**src/rtl/ahb_calc_pkg.sv**
```systemverilog
// Shared constants for the AHB calculator register bank: bus codes, register map
// offsets and the per-channel handshake FSM encoding.
package ahb_calc_pkg;

    localparam logic [1:0] HTRANS_IDLE   = 2'b00;
    localparam logic [1:0] HTRANS_BUSY   = 2'b01;
    localparam logic [1:0] HTRANS_NONSEQ = 2'b10;
    localparam logic [1:0] HTRANS_SEQ    = 2'b11;

    localparam logic [1:0] HRESP_OKAY  = 2'b00;
    localparam logic [1:0] HRESP_ERROR = 2'b01;

    localparam logic [4:0] CTRL_OFF   = 5'h00;
    localparam logic [4:0] OPA_OFF    = 5'h04;
    localparam logic [4:0] OPB_OFF    = 5'h08;
    localparam logic [4:0] RESULT_OFF = 5'h0C;
    localparam logic [4:0] STAT_OFF   = 5'h10;

    localparam logic [7:0] CH_STRIDE     = 8'h20;
    localparam logic [7:0] IRQ_EN_ADDR   = 8'hF0;
    localparam logic [7:0] IRQ_STAT_ADDR = 8'hF4;

    localparam logic ST_IDLE = 1'b0;
    localparam logic ST_BUSY = 1'b1;

endpackage

```
**src/rtl/ahb_calc_chan.sv**
```systemverilog
// One calculator channel: MODE/OPA/OPB/RESULT registers, sticky DONE and the
// IDLE/BUSY request handshake toward the external calc engine.
module ahb_calc_chan
    import ahb_calc_pkg::*;
#(
    parameter int OP_W  = 16,
    parameter int RES_W = 32
) (
    input  logic             i_clk,
    input  logic             i_rst,
    input  logic             i_wr_ctrl,
    input  logic             i_wr_opa,
    input  logic             i_wr_opb,
    input  logic             i_wr_stat,
    input  logic [31:0]      i_wdata,
    input  logic             i_ack,
    input  logic [RES_W-1:0] i_result,
    output logic             o_req,
    output logic             o_busy,
    output logic             o_done,
    output logic [1:0]       o_mode,
    output logic [OP_W-1:0]  o_opa,
    output logic [OP_W-1:0]  o_opb,
    output logic [RES_W-1:0] o_result
);

    logic             r_state;
    logic [1:0]       r_mode;
    logic [OP_W-1:0]  r_opa;
    logic [OP_W-1:0]  r_opb;
    logic [RES_W-1:0] r_result;
    logic             r_done;
    logic             w_idle;
    logic             w_ack;
    logic             w_unused;

    assign w_idle   = (r_state == ST_IDLE);
    assign w_ack    = i_ack && !w_idle;
    assign w_unused = ^i_wdata;

    always_ff @(posedge i_clk) begin
        if (i_rst) begin
            r_state  <= ST_IDLE;
            r_mode   <= '0;
            r_opa    <= '0;
            r_opb    <= '0;
            r_result <= '0;
            r_done   <= 1'b0;
        end else begin
            // Operands and mode are frozen while a request is outstanding
            if (i_wr_ctrl && w_idle) begin
                r_mode <= i_wdata[2:1];
                if (i_wdata[0])
                    r_state <= ST_BUSY;
            end
            if (i_wr_opa && w_idle)
                r_opa <= i_wdata[OP_W-1:0];
            if (i_wr_opb && w_idle)
                r_opb <= i_wdata[OP_W-1:0];
            if (w_ack) begin
                r_state  <= ST_IDLE;
                r_result <= i_result;
            end
            // Completion beats a same-cycle W1C
            if (w_ack)
                r_done <= 1'b1;
            else if (i_wr_stat && i_wdata[1])
                r_done <= 1'b0;
        end
    end

    assign o_req    = (r_state == ST_BUSY);
    assign o_busy   = (r_state == ST_BUSY);
    assign o_done   = r_done;
    assign o_mode   = r_mode;
    assign o_opa    = r_opa;
    assign o_opb    = r_opb;
    assign o_result = r_result;

endmodule

```
**src/rtl/ahb_calc_regbank.sv**
```systemverilog
// AHB-Lite slave fronting NUM_CH calculator channels plus IRQ_EN/IRQ_STAT.
// Define AHB_CALC_ERR_RESP_EN to answer illegal accesses with a two-cycle ERROR.
module ahb_calc_regbank
    import ahb_calc_pkg::*;
#(
    parameter int NUM_CH = 4,
    parameter int OP_W   = 16,
    parameter int RES_W  = 32,
    parameter int ADDR_W = 8
) (
    input  logic                     hclk,
    input  logic                     hreset,
    input  logic                     hsel,
    input  logic                     hwrite,
    input  logic                     hready,
    input  logic [2:0]               hsize,
    input  logic [1:0]               htrans,
    input  logic [2:0]               hburst,
    input  logic [31:0]              hwdata,
    input  logic [ADDR_W-1:0]        haddr,
    output logic                     hready_resp,
    output logic [1:0]               hresp,
    output logic [31:0]              hrdata,
    output logic [NUM_CH-1:0]        calc_req,
    output logic [2*NUM_CH-1:0]      calc_mode,
    output logic [OP_W*NUM_CH-1:0]   calc_opa,
    output logic [OP_W*NUM_CH-1:0]   calc_opb,
    input  logic [NUM_CH-1:0]        calc_ack,
    input  logic [RES_W*NUM_CH-1:0]  calc_result,
    output logic                     irq
);

    localparam int IDX_W = ADDR_W - 5;

    logic [1:0]               r_trans;
    logic                     r_write;
    logic [ADDR_W-1:0]        r_addr;
    logic [NUM_CH-1:0]        r_irq_en;
    logic                     r_irq;

    logic                     w_capture;
    logic                     w_valid;
    logic                     w_wr;
    logic                     w_rd;
    logic [ADDR_W-1:0]        w_waddr;
    logic [4:0]               w_off;
    logic [IDX_W-1:0]         w_ch_idx;
    logic                     w_off_ok;
    logic                     w_glb_en;
    logic                     w_glb_st;
    logic [NUM_CH-1:0]        w_hit;
    logic [NUM_CH-1:0]        w_busy;
    logic [NUM_CH-1:0]        w_done;
    logic [NUM_CH-1:0]        w_drop;
    logic [NUM_CH-1:0]        w_ro_wr;
    logic [NUM_CH-1:0][31:0]  w_ch_rd;
    logic [31:0]              w_rd_data;
    logic                     w_unused;

    always_ff @(posedge hclk) begin
        if (hreset) begin
            r_trans <= HTRANS_IDLE;
            r_write <= 1'b0;
            r_addr  <= '0;
        end else if (w_capture) begin
            r_trans <= htrans;
            r_write <= hwrite;
            r_addr  <= haddr;
        end else begin
            r_trans <= HTRANS_IDLE;
        end
    end

    assign w_valid  = (r_trans == HTRANS_NONSEQ) || (r_trans == HTRANS_SEQ);
    assign w_wr     = w_valid && r_write;
    assign w_rd     = w_valid && !r_write;
    assign w_waddr  = {r_addr[ADDR_W-1:2], 2'b00};
    assign w_off    = w_waddr[4:0];
    assign w_ch_idx = r_addr[ADDR_W-1:5];
    assign w_off_ok = (w_off <= STAT_OFF);
    assign w_glb_en = (w_waddr == ADDR_W'(IRQ_EN_ADDR));
    assign w_glb_st = (w_waddr == ADDR_W'(IRQ_STAT_ADDR));
    assign w_unused = ^{hsize, hburst, r_addr[1:0]};

    for (genvar c = 0; c < NUM_CH; c++) begin : g_ch
        logic [1:0]       w_mode;
        logic [OP_W-1:0]  w_opa;
        logic [OP_W-1:0]  w_opb;
        logic [RES_W-1:0] w_res;

        assign w_hit[c] = (w_ch_idx == IDX_W'(c)) && w_off_ok;

        ahb_calc_chan #(.OP_W(OP_W), .RES_W(RES_W)) u_chan (
            .i_clk     (hclk),
            .i_rst     (hreset),
            .i_wr_ctrl (w_wr && w_hit[c] && (w_off == CTRL_OFF)),
            .i_wr_opa  (w_wr && w_hit[c] && (w_off == OPA_OFF)),
            .i_wr_opb  (w_wr && w_hit[c] && (w_off == OPB_OFF)),
            .i_wr_stat (w_wr && w_hit[c] && (w_off == STAT_OFF)),
            .i_wdata   (hwdata),
            .i_ack     (calc_ack[c]),
            .i_result  (calc_result[c*RES_W +: RES_W]),
            .o_req     (calc_req[c]),
            .o_busy    (w_busy[c]),
            .o_done    (w_done[c]),
            .o_mode    (w_mode),
            .o_opa     (w_opa),
            .o_opb     (w_opb),
            .o_result  (w_res)
        );

        assign calc_mode[2*c +: 2]      = w_mode;
        assign calc_opa[c*OP_W +: OP_W] = w_opa;
        assign calc_opb[c*OP_W +: OP_W] = w_opb;

        assign w_ch_rd[c] = !w_hit[c]               ? 32'd0 :
                            (w_off == CTRL_OFF)     ? {29'd0, w_mode, 1'b0} :
                            (w_off == OPA_OFF)      ? 32'(w_opa) :
                            (w_off == OPB_OFF)      ? 32'(w_opb) :
                            (w_off == RESULT_OFF)   ? 32'(w_res) :
                                                      {30'd0, w_done[c], w_busy[c]};

        // hit on an aligned offset <= STAT that is neither RESULT nor STAT: CTRL/OPA/OPB
        assign w_drop[c]  = w_wr && w_hit[c] && w_busy[c] &&
                            (w_off != RESULT_OFF) && (w_off != STAT_OFF);
        assign w_ro_wr[c] = w_wr && w_hit[c] && (w_off == RESULT_OFF);
    end

    always_comb begin
        w_rd_data = '0;
        for (int c = 0; c < NUM_CH; c++)
            w_rd_data = w_rd_data | w_ch_rd[c];
        if (w_glb_en)
            w_rd_data = 32'(r_irq_en);
        if (w_glb_st)
            w_rd_data = 32'(r_irq_en & w_done);
    end

    assign hrdata = w_rd ? w_rd_data : 32'd0;

    always_ff @(posedge hclk) begin
        if (hreset) begin
            r_irq_en <= '0;
            r_irq    <= 1'b0;
        end else begin
            if (w_wr && w_glb_en)
                r_irq_en <= hwdata[NUM_CH-1:0];
            r_irq <= |(w_done & r_irq_en);
        end
    end

    assign irq = r_irq;

`ifdef AHB_CALC_ERR_RESP_EN
    logic w_mapped;
    logic w_err1;
    logic r_err2;

    assign w_mapped = (|w_hit) || w_glb_en || w_glb_st;
    assign w_err1   = w_valid && (!w_mapped || (|w_drop) || (|w_ro_wr) || (w_wr && w_glb_st));

    always_ff @(posedge hclk) begin
        if (hreset)
            r_err2 <= 1'b0;
        else
            r_err2 <= w_err1;
    end

    // The first ERROR cycle stalls the bus, so no new address phase is taken then
    assign w_capture   = hsel && hready && !w_err1;
    assign hready_resp = !w_err1;
    assign hresp       = (w_err1 || r_err2) ? HRESP_ERROR : HRESP_OKAY;
`else
    logic w_unused_err;

    assign w_unused_err = ^{w_drop, w_ro_wr};
    assign w_capture    = hsel && hready;
    assign hready_resp  = 1'b1;
    assign hresp        = HRESP_OKAY;
`endif

endmodule
```
**config.mk**
```make
export PLATFORM = sky130hd
export DESIGN_NAME = ahb_calc_regbank
export DESIGN_NICKNAME = d
export VERILOG_FILES = /design/src/rtl/ahb_calc_pkg.sv /design/src/rtl/ahb_calc_chan.sv /design/src/rtl/ahb_calc_regbank.sv
export SDC_FILE = /design/constraint.sdc
export NUM_CORES = 1
export LEC_CHECK = 0
export BUFFER_PORTS_ARGS = -buffer_cell sky130_fd_sc_hd__buf_2
export CORE_MARGIN = 4
export CORE_UTILIZATION = 55
export DETAILED_ROUTE_END_ITERATION = 7
export MAX_ROUTING_LAYER = met4
export PLACE_DENSITY = 0.81
export SLEW_MARGIN = 20
export SYNTH_ARGS = -nofsm -noshare
export SYNTH_HDL_FRONTEND = slang
export SYNTH_HIERARCHICAL = 1
export SYNTH_SLANG_ARGS = --single-unit
```
**constraint.sdc**
```tcl
create_clock -name hclk -period 2.8 [get_ports hclk]
set_clock_uncertainty 0.05 [all_clocks]
set_input_delay 0.28 -clock hclk [delete_from_list [all_inputs] [get_ports hclk]]
set_output_delay 0.28 -clock hclk [all_outputs]
set_load 0.01 [all_outputs]
```
==> qor.txt, run 1 <==
final setup TNS - 0 ns
Least-Margin Pin Slew - 0.8974 ns
Hold Vio Cnt, Final - 0
CP Data Arrival Time - 2.46 ns
HPWL after DPL - 40740 um
Post-synth EDFFs - 0
post-synthesis cell area - 15970 um2
DR WL/cell - 25.06 um
crit path capture type - output port
Post-Route WL - 60060 um
first-pass GRT wire length - 85860 um
# IOs - 361
pwr dens - 442.5 nW/um2
critical path required time - 2.47 ns
Clock Tree Root - clkbuf_16
worst hold slack - 0.02835 ns
crit path max fanout - 11
final setup margin - 0.005551 ns
Netlist cell types - 58
FILL cells - 2092
vias per cell - 6.006
Async S/R FF share, synth - 0
routability cong. - 1.038
Clock Latency Late Sink - 0.55 ns
unrepaired setup endpoints after global routing - true
Initial Util - 0.5564
type of the tightest min-delay check - in2reg
vias in the first global route - 13820
die width - 178.4 um
Final period util - 0.9980
nets - 2175
max cap viols - 0
Synth Register Bits - 285
register area share after synthesis - 0.3573
cts bufs inserted - 31
layout cell share with drive strength beyond 1 - 0.4242
Mapped Cells - 1557
GRT Total Usage - 0.3653
max_slew headroom - 0.4017
pre-CTS setup slack - 0.1248 ns
Top FF cell, synth - dfxtp_1
row count - 62
CTS HTree Levels - 1
DR iter-0 viols - 1647
Routed met2 length - 27450 um
Final Core Density - 0.7158
Leak - 0.008031 uW
CTS tree - done
gr ovfl total - 0
Core ar. - 28700 um2
Peak Freq - 0.3579 GHz
highest routed layer - met4
clock sink total - 285
die height - 178.4 um
pin count of the biggest net entering global routing - 85
1st-pass router iterations - 8
violated checks - DRC
outcome - finished with violations
Syn Area/Cell - 10.26 um2
M1 WL - 25250 um
routed via count - 14400
Slew Limit Fails - 0
final setup fails - 0
Warnings, synthesis - 6
Post-route DRC - 4
Critical Path Start Type - register
Max Root-Sink Buffers - 3
Routed Antenna Nets - 0
Worst-path clk slew - 0.06 ns
IO Port Bufs - 332
fin crit period - 2.794 ns
area delta synth->final - 28.66%
WL met3 - 5144 um
Worst IR Drop VDD - 0.4266 mV
WS Path Type - reg2out
initial antenna violation count - 2
die area - 31820 um2
power breakdown:
part           leakage [uW]  internal (uW)  switching, uW
Clock              0.000492           2450           1650
Combinational       0.00524            425            504
Sequential          0.00230           4060           11.6
Total               0.00803           6930           2160
state kept, by name (all words and copies together), names as in the netlist:
register	flops
g_ch.u_chan/o_result	128
g_ch.u_chan/o_opa	64
g_ch.u_chan/o_opb	64
g_ch.u_chan/o_mode	8
r_addr	6
g_ch.u_chan/o_busy	4
g_ch.u_chan/o_done	4
r_irq_en	4
irq	1
r_trans	1
r_write	1
path summary, 6_finish.rpt:
path | from | end | slack (ns) | cells past startpoint
worst max register to register | r_addr[2] | g_ch[0].u_chan/o_opb[8] | 0.40 | 8
worst min-delay path | hsel | r_addr[2] | 0.03 | 3
worst min register to register | g_ch[2].u_chan/o_opa[3] | g_ch[2].u_chan/o_opa[3] | 0.45 | 2
worst max-delay path | r_addr[2] | hrdata[12] | 0.006 | 7
final cells by class:
| class | count | area (um2) | area share |
|---|---|---|---|
| clock inverters | 6 | 85.08 | 0.004141 |
| inverters | 2 | 7.507 | 0.0003654 |
| flip-flops and latches | 285 | 5736 | 0.2792 |
| clock buffers | 48 | 930.9 | 0.04531 |
| well taps | 384 | 480.5 | 0.02338 |
| diodes | 2 | 5.005 | 0.0002436 |
| repair buffers | 565 | 4093 | 0.1992 |
| multi-input cells | 1105 | 9209 | 0.4482 |
cells by family after synthesis:
| kind of cell | after synthesis | share of synthesized area |
|---|---|---|
| flops | 285 | 0.3573 |
| simple gates | 483 | 0.2119 |
| compound gates | 448 | 0.2360 |
| other cells | 2 | 0.0004703 |
| mux | 170 | 0.1128 |
| buf+inv | 169 | 0.08156 |
synthesized netlist by cell type (all sizes together) (4+ instances only):
master,count,area [um2]
a211oi,6,45.04
and2,5,31.28
o22ai,4,25.02
buf,136,1179
nand2b,222,1449
a22o,7,61.31
a31oi,5,31.28
a221o,4,40.04
mux2i,153,1531
nor2b,17,106.4
nor3,20,111.4
mux2,10,112.6
o21ai,5,28.78
o2bb2ai,4,35.03
dfxtp,285,5705
a21oi,182,1361
nand2,39,146.4
nand3,140,1301
a222oi,18,180.2
a21bo,128,1281
a221oi,14,122.6
nand3b,5,37.54
nor3b,5,47.54
nor2,23,88.84
mux4,7,157.7
a22oi,50,375.4
clkbuf,31,116.4
layer usage:
layer | global-route usage | up-vias
met5 | - | -
met4 | 0.1046 | 0
met3 | 0.05087 | 131
met2 | 0.5588 | 770
met1 | 0.5082 | 7045
li1 | - | 6450
layout by cell type, fill, tap and decap left out, types with 9 or more instances in the layout:
master and instances:
clkbuf_1 9, a21bo_1 72, nand3_1 18, clkbuf_16 35, a21oi_1 61, a222oi_1 18
dlygate4sd3_1 136, mux2_2 9, buf_2 330, nor3_1 17, a22oi_1 46, mux2i_1 151
nor2b_1 16, dfxtp_1 275, buf_12 18, buf_4 71, nand3_2 122, nor2_1 21
nand2_1 38, a21oi_2 121, nand2b_1 211, a21bo_2 56
through the flow:
step / area (um2) / cells / total power [uW]
after global placement: 17440 / 2170 / 4798
after CTS: 20100 / 2369 / 9022
after detailed placement: 17440 / 2170 / 4800
after global routing: 20550 / 2397 / 9314
after floorplan: 15970 / 1558 / 4559
final: 20550 / 2397 / 9091
critical path: stages (launching register included):
cell and delay, ns:
dfxtp_4 0.38, o21ai_4 0.28, and2_4 0.30, buf_12 0.13
clkbuf_16 0.15, a222oi_1 0.11, a2111oi_2 0.34, buf_2 0.20
repair_timing:
action,in CTS,in global routing
setup buffers,8,22
endpoints found under the setup margin,32,16
gates resized for setup,53,40
gates cloned,1,4
pin swaps,10,22
hold buffers,136,0
hold endpoints to repair,136,0
Power figures use the tool's default switching activity.
==> inputs of run 2 (changes only) <==
CORE_UTILIZATION = 32   (was 55)
PLACE_DENSITY = default   (was 0.81)
clock period = 2.9 ns   (was 2.8 ns; I/O delays follow)
==> run 2 against run 1 <==
Net effect:
- the flow finishes with violations (DRC, setup timing)
- clock power grew 4%
- cell count grew 11%
- via count fell by 4.4%
- combinational power decreased by 5.9%
- clock-buffer cell count increased by 3
- wire length is 3.6% higher
- total power decreased by 0.34%
- register-to-register slack better by 0.06 ns
- sequential power down 3%
- largest power group unchanged
- non-clock buffer count decreased by 21
==> qor.txt, run 2 (synthesized netlist as in run 1, its figures left out) <==
row count - 81 (+31%)
crit path capture type - output port
vias per cell - 5.170 (-14%)
CTS tree - done
critical path required time - 2.56 ns (+0.09 ns)
gr ovfl total - 0 (unchanged)
type of the tightest min-delay check - in2reg
CP Data Arrival Time - 2.57 ns (+0.11 ns)
cts bufs inserted - 36 (+16%)
Critical Path Start Type - register
Max Root-Sink Buffers - 3 (unchanged)
final setup margin - -0.01358 ns (-0.01913 ns)
Largest register FFs - 128 (unchanged)
Post-Route WL - 62210 um (+3.6%)
Post-route DRC - 3 (-1)
CTS HTree Levels - 2 (+1)
DR iter-0 viols - 1400 (-15%)
Leak - 0.007972 uW (-0.74%)
nets - 2158 (-0.78%)
Core ar. - 49150 um2 (+71%)
final setup fails - 1 (+1)
# IOs - 361 (unchanged)
Clock Tree Root - clkbuf_16
fin crit period - 2.914 ns
routed via count - 13770 (-4.4%)
Final Core Density - 0.4229 (-0.2930)
DR WL/cell - 23.36 um (-6.8%)
Hold Vio Cnt, Final - 0 (unchanged)
die area - 53540 um2 (+68%)
max cap viols - 0 (unchanged)
initial antenna violation count - 4 (+2)
Initial Util - 0.3249 (-0.2315)
clock sink total - 285 (unchanged)
GRT Total Usage - 0.2258 (-0.1395)
unrepaired setup endpoints after global routing - true
outcome - finished with violations
Final period util - 1.005
CP max-delay cell - a222oi_1
die height - 231.4 um (+30%)
Routed Antenna Nets - 0 (unchanged)
crit-path cells - buf_12 > and3b_2 > and2_4 > buf_12 > a222oi_1 > a21oi_1 > o31a_1 > buf_2
Least-Margin Pin Slew - 0.9265 ns (+0.02910 ns)
Worst-path clk slew - 0.05 ns (about the same)
layout cell share with drive strength beyond 1 - 0.4206 (-0.003616)
FILL cells - 4711 (+130%)
IO Port Bufs - 332 (unchanged)
Worst IR Drop VDD - 0.3019 mV (-29%)
Placed Cells - 2445 (+13%)
WS Path Type - reg2out
die width - 231.4 um (+30%)
Clock Latency Late Sink - 0.53 ns (-0.02 ns)
most frequent cells in the layout - 330 x buf_2, 275 x dfxtp_1, 213 x nand2b_1
1st-pass router iterations - 8 (unchanged)
pwr dens - 435.9 nW/um2 (-1.5%)
routability cong. - 0.9669 (-6.8%)
HPWL after DPL - 45090 um (+11%)
first-pass GRT wire length - 88730 um (+3.3%)
crit path max fanout - 7 (-4)
max_slew headroom - 0.3823 (-0.01940)
vias in the first global route - 13520 (-2.2%)
FF-to-FF setup slack - 0.46 ns (+0.06 ns)
area delta synth->final - 30.16%
commonest non-fill, non-tap cell in the layout - buf_2
Finished Layout Cells - 2663 (+11%)
Peak Freq - 0.3432 GHz
Worst path max stage delay - 0.50 ns (+0.12 ns)
most frequent CP cell - buf_12
Slew Limit Fails - 0 (unchanged)
violated checks - DRC, setup timing
pin count of the biggest net entering global routing - 103 (+21%)
run 2: cell count changes in the layout (fill, tap and decap cells not counted), moves of 3 or more:
| cell | before | now |
|---|---|---|
| clkbuf_8 | 7 | 3 |
| dlygate4sd3_1 | 136 | 131 |
| buf_12 | 18 | 15 |
| mux2_2 | 9 | 6 |
| dfxtp_4 | 7 | 4 |
| mux2_4 | 1 | 4 |
| dfxtp_2 | 3 | 6 |
| buf_4 | 71 | 55 |
| clkbuf_16 | 35 | 42 |
run 2: final cells by class:
| type | instances | area [um2] | share of cell area |
|---|---|---|---|
| diodes | 4 | 10.01 | 0.0004816 |
| clock buffers | 51 | 1008 | 0.04852 |
| clock inverters | 9 | 82.58 | 0.003973 |
| inverters | 2 | 7.507 | 0.0003612 |
| multi-input cells | 1104 | 9194 | 0.4423 |
| flip-flops and latches | 285 | 5728 | 0.2756 |
| well taps | 664 | 830.8 | 0.03997 |
| repair buffers | 544 | 3924 | 0.1888 |
run 2: path summary, 6_finish.rpt:
path,cells past startpoint,end,from
setup / recovery,8,hrdata[10],r_addr[6]
hold / removal,3,r_addr[7],haddr[7]
setup reg to reg,9,g_ch[0].u_chan/o_opb[8],r_addr[6]
hold reg to reg,2,r_addr[7],r_addr[7]
run 2: metrics by stage:
stage	cell area (um2)	worst slack (ns)	TNS (ns)	hold slack [ns]	total power, uW
finish	20780	-0.01358	-0.01358	0.02981	9060
global route	20780	-0.03153	-0.1267	0.03147	9360
CTS	20420	0.01094	0	0.006584	9094
detailed placement	17770	0.2594	0	0.4288	4650
global placement	17770	0.2202	0	0.4192	4647
floorplan	15970	0.7842	0	0.3091	4401
run 2: critical path: cells and delay by family, from the launching register on:
| family | cells | cell delay (ns) |
|---|---|---|
| AND/OR/NAND/NOR | 2 | 0.39 |
| AO/OA/AOI/OAI | 3 | 0.81 |
| flip-flops | 1 | 0.37 |
| buffers and inverters | 3 | 0.45 |
run 2: what timing repair did:
item                       4_1_cts  5_1_grt
gates resized for setup         46       31
gates cloned                     1        5
pin swaps                        6       16
hold endpoints to repair       131        0
hold buffers                   131        0
setup buffers                    7       10
setup endpoints to repair       16       13
run 2: per-layer routing:
layer / up-vias / share of wire / routed length, um / track usage
met4: 0 / 0.031 / 1902 / 0.06615
met5: - / 0 / 0 / -
met1: 6726 / 0.46 / 28480 / 0.3162
met2: 517 / 0.45 / 27900 / 0.3357
met3: 99 / 0.063 / 3918 / 0.03712
li1: 6426 / - / - / -
run 2: power breakdown:
part           internal [uW]  switching [uW]
Sequential              3920            10.3
Clock                   2510            1750
Combinational            389             485
==> inputs of run 3 (changes only) <==
CORE_UTILIZATION = 55   (was 32)
PLACE_DENSITY = 0.81   (was default)
==> run 3 against run 2 <==
Net effect:
- critical endpoint is now hrdata[0]
- the flow finishes with violations (DRC)
- sequential cell count unchanged
- first-iteration DRC count increased by 33%
- sequential share of layout area increased by 0.85 points
- die area decreased by 41%
- cell count decreased by 11%
- hold slack got worse by 0.0055 ns
==> qor.txt, run 3 (synthesized netlist as in run 1, its figures left out) <==
DR iter-0 viols - 1862 (+33%)
CTS HTree Levels - 1 (-1)
die width - 178.4 um (-23%)
CP Data Arrival Time - 2.53 ns (-0.04 ns)
Leak - 0.007919 uW (-0.67%)
unrepaired setup endpoints after global routing - true
DR WL/cell - 25.41 um (+8.8%)
worst hold slack - 0.02433 ns (-0.005483 ns)
critical path required time - 2.56 ns (about the same)
nets - 2162 (+0.19%)
area delta synth->final - 26.26%
pwr dens - 428.1 nW/um2 (-1.8%)
commonest non-fill, non-tap cell in the layout - buf_2
Clock Latency Late Sink - 0.55 ns (+0.02 ns)
Post-Route WL - 60520 um (-2.7%)
1st-pass router iterations - 8 (unchanged)
Slew Limit Fails - 0 (unchanged)
most frequent cells in the layout - 331 x buf_2, 276 x dfxtp_1, 213 x nand2b_1
Least-Margin Pin Slew - 0.8399 ns (-0.08658 ns)
depth of the worst hold-timing path - 3 (unchanged)
final setup margin - 0.02979 ns (+0.04337 ns)
Final period util - 0.9897 (-0.01496)
routability cong. - 0.9842 (+1.8%)
crit path capture type - output port
Hold Vio Cnt, Final - 0 (unchanged)
Multi-input gate area - 9064 um2 (-1.4%)
Core ar. - 28700 um2 (-42%)
HPWL after DPL - 41310 um (-8.4%)
IO Port Bufs - 332 (unchanged)
crit path max fanout - 8 (+1)
GRT Total Usage - 0.3711 (+0.1454)
Peak Freq - 0.3484 GHz (+1.5%)
Largest register FFs - 128 (unchanged)
outcome - finished with violations
Worst Reg2Reg Path Length in Cells - 8 (-1)
type of the tightest min-delay check - in2reg
CTS tree - done
vias in the first global route - 13880 (+2.7%)
Max Root-Sink Buffers - 3 (unchanged)
clock sink total - 285 (unchanged)
pin count of the biggest net entering global routing - 119 (+16%)
fin crit period - 2.870 ns (-0.04337 ns)
die height - 178.4 um (-23%)
Initial Util - 0.5564 (+0.2315)
die area - 31820 um2 (-41%)
routed via count - 14460 (+5.0%)
Routed Antenna Nets - 0 (unchanged)
Pwr Total - 8631 uW (-4.7%)
Finished Layout Cells - 2382 (-11%)
# IOs - 361 (unchanged)
Clock Tree Root - clkbuf_16
FILL cells - 2180 (-54%)
row count - 62 (-23%)
Post-route DRC - 6 (+3)
initial antenna violation count - 1 (-3)
first-pass GRT wire length - 87200 um (-1.7%)
gr ovfl total - 0 (unchanged)
cts bufs inserted - 31 (-14%)
Critical Path Start Type - register
Worst-path clk slew - 0.06 ns (about the same)
Worst IR Drop VDD - 0.4416 mV (+46%)
final setup fails - 0 (-1)
violated checks - DRC
WS Path Type - reg2out
Placed Cells - 2167 (-11%)
vias per cell - 6.070 (+17%)
max cap viols - 0 (unchanged)
pre-CTS setup slack - 0.3691 ns (+0.1097 ns)
max_slew headroom - 0.4401 (+0.05772)
Sequential Area - 5727 um2 (about the same)
layout cell share with drive strength beyond 1 - 0.4141 (-0.006430)
run 3: changes by cell type in the layout (fill, tap and decap cells not counted), sizes merged:
| cell | delta |
|---|---|
| clkbuf | -10 |
| buf | +7 |
| dlygate4sd3 | +5 |
| diode | -3 |
| clkinvlp | -2 |
| bufbuf | +1 |
| inv | +1 |
run 3: per-layer routing:
layer  part of all wire  GRT usage  up-vias
li1                   -          -     6431
met1               0.42     0.5170     7100
met2               0.46     0.5809      821
met3              0.090    0.04896      106
met4              0.029    0.08219        0
met5                  0          -        -
run 3: path summary, 6_finish.rpt:
check             from                        to  slack [ns]
max reg2reg  r_addr[3]  g_ch[3].u_chan/o_opb[12]        0.60
max          r_addr[4]                 hrdata[0]        0.03
min               hsel                 r_addr[3]        0.02
min reg2reg    r_write                   r_write        0.44
run 3: worst max-delay path, cell delays in order, from the launching register on:
cell and delay [ns]:
dfxtp_1 0.39, buf_4 0.20, nand4_1 0.24, buf_4 0.23, nor3_2 0.27, a211oi_1 0.16
o21ai_0 0.11, o31a_1 0.21, buf_2 0.16
run 3: area by class of cell:
class	count	share of cell area
Clock inverter	8	0.003723
Antenna cell	1	0.0001241
Inverter	2	0.0003723
Multi-Input combinational cell	1104	0.4495
Sequential cell	285	0.2840
Clock buffer	45	0.04505
Timing Repair Buffer	553	0.1933
Tap cell	384	0.02383
run 3: stage by stage:
step / util / instance area, um2 / TNS, ns
floorplan: - / 15970 / 0
global placement: 0.6060 / 17390 / 0
detailed placement: 0.6060 / 17390 / 0
CTS: 0.6943 / 19930 / -0.004911
global route: 0.7024 / 20160 / -0.01234
finish: 0.7024 / 20160 / 0
run 3: timing repair:
item / in CTS / in global routing
setup buffers: 5 / 16
resized for setup: 29 / 23
pin swaps: 2 / 13
hold endpoints to repair: 136 / 0
gates cloned: 2 / 2
setup endpoints to repair: 27 / 22
hold buffers: 136 / 0
run 3: power breakdown:
group          switching, uW  leakage (uW)  internal [uW]
clock                   1610      0.000486           2240
sequential              7.55       0.00230           3920
combinational            476       0.00513            373
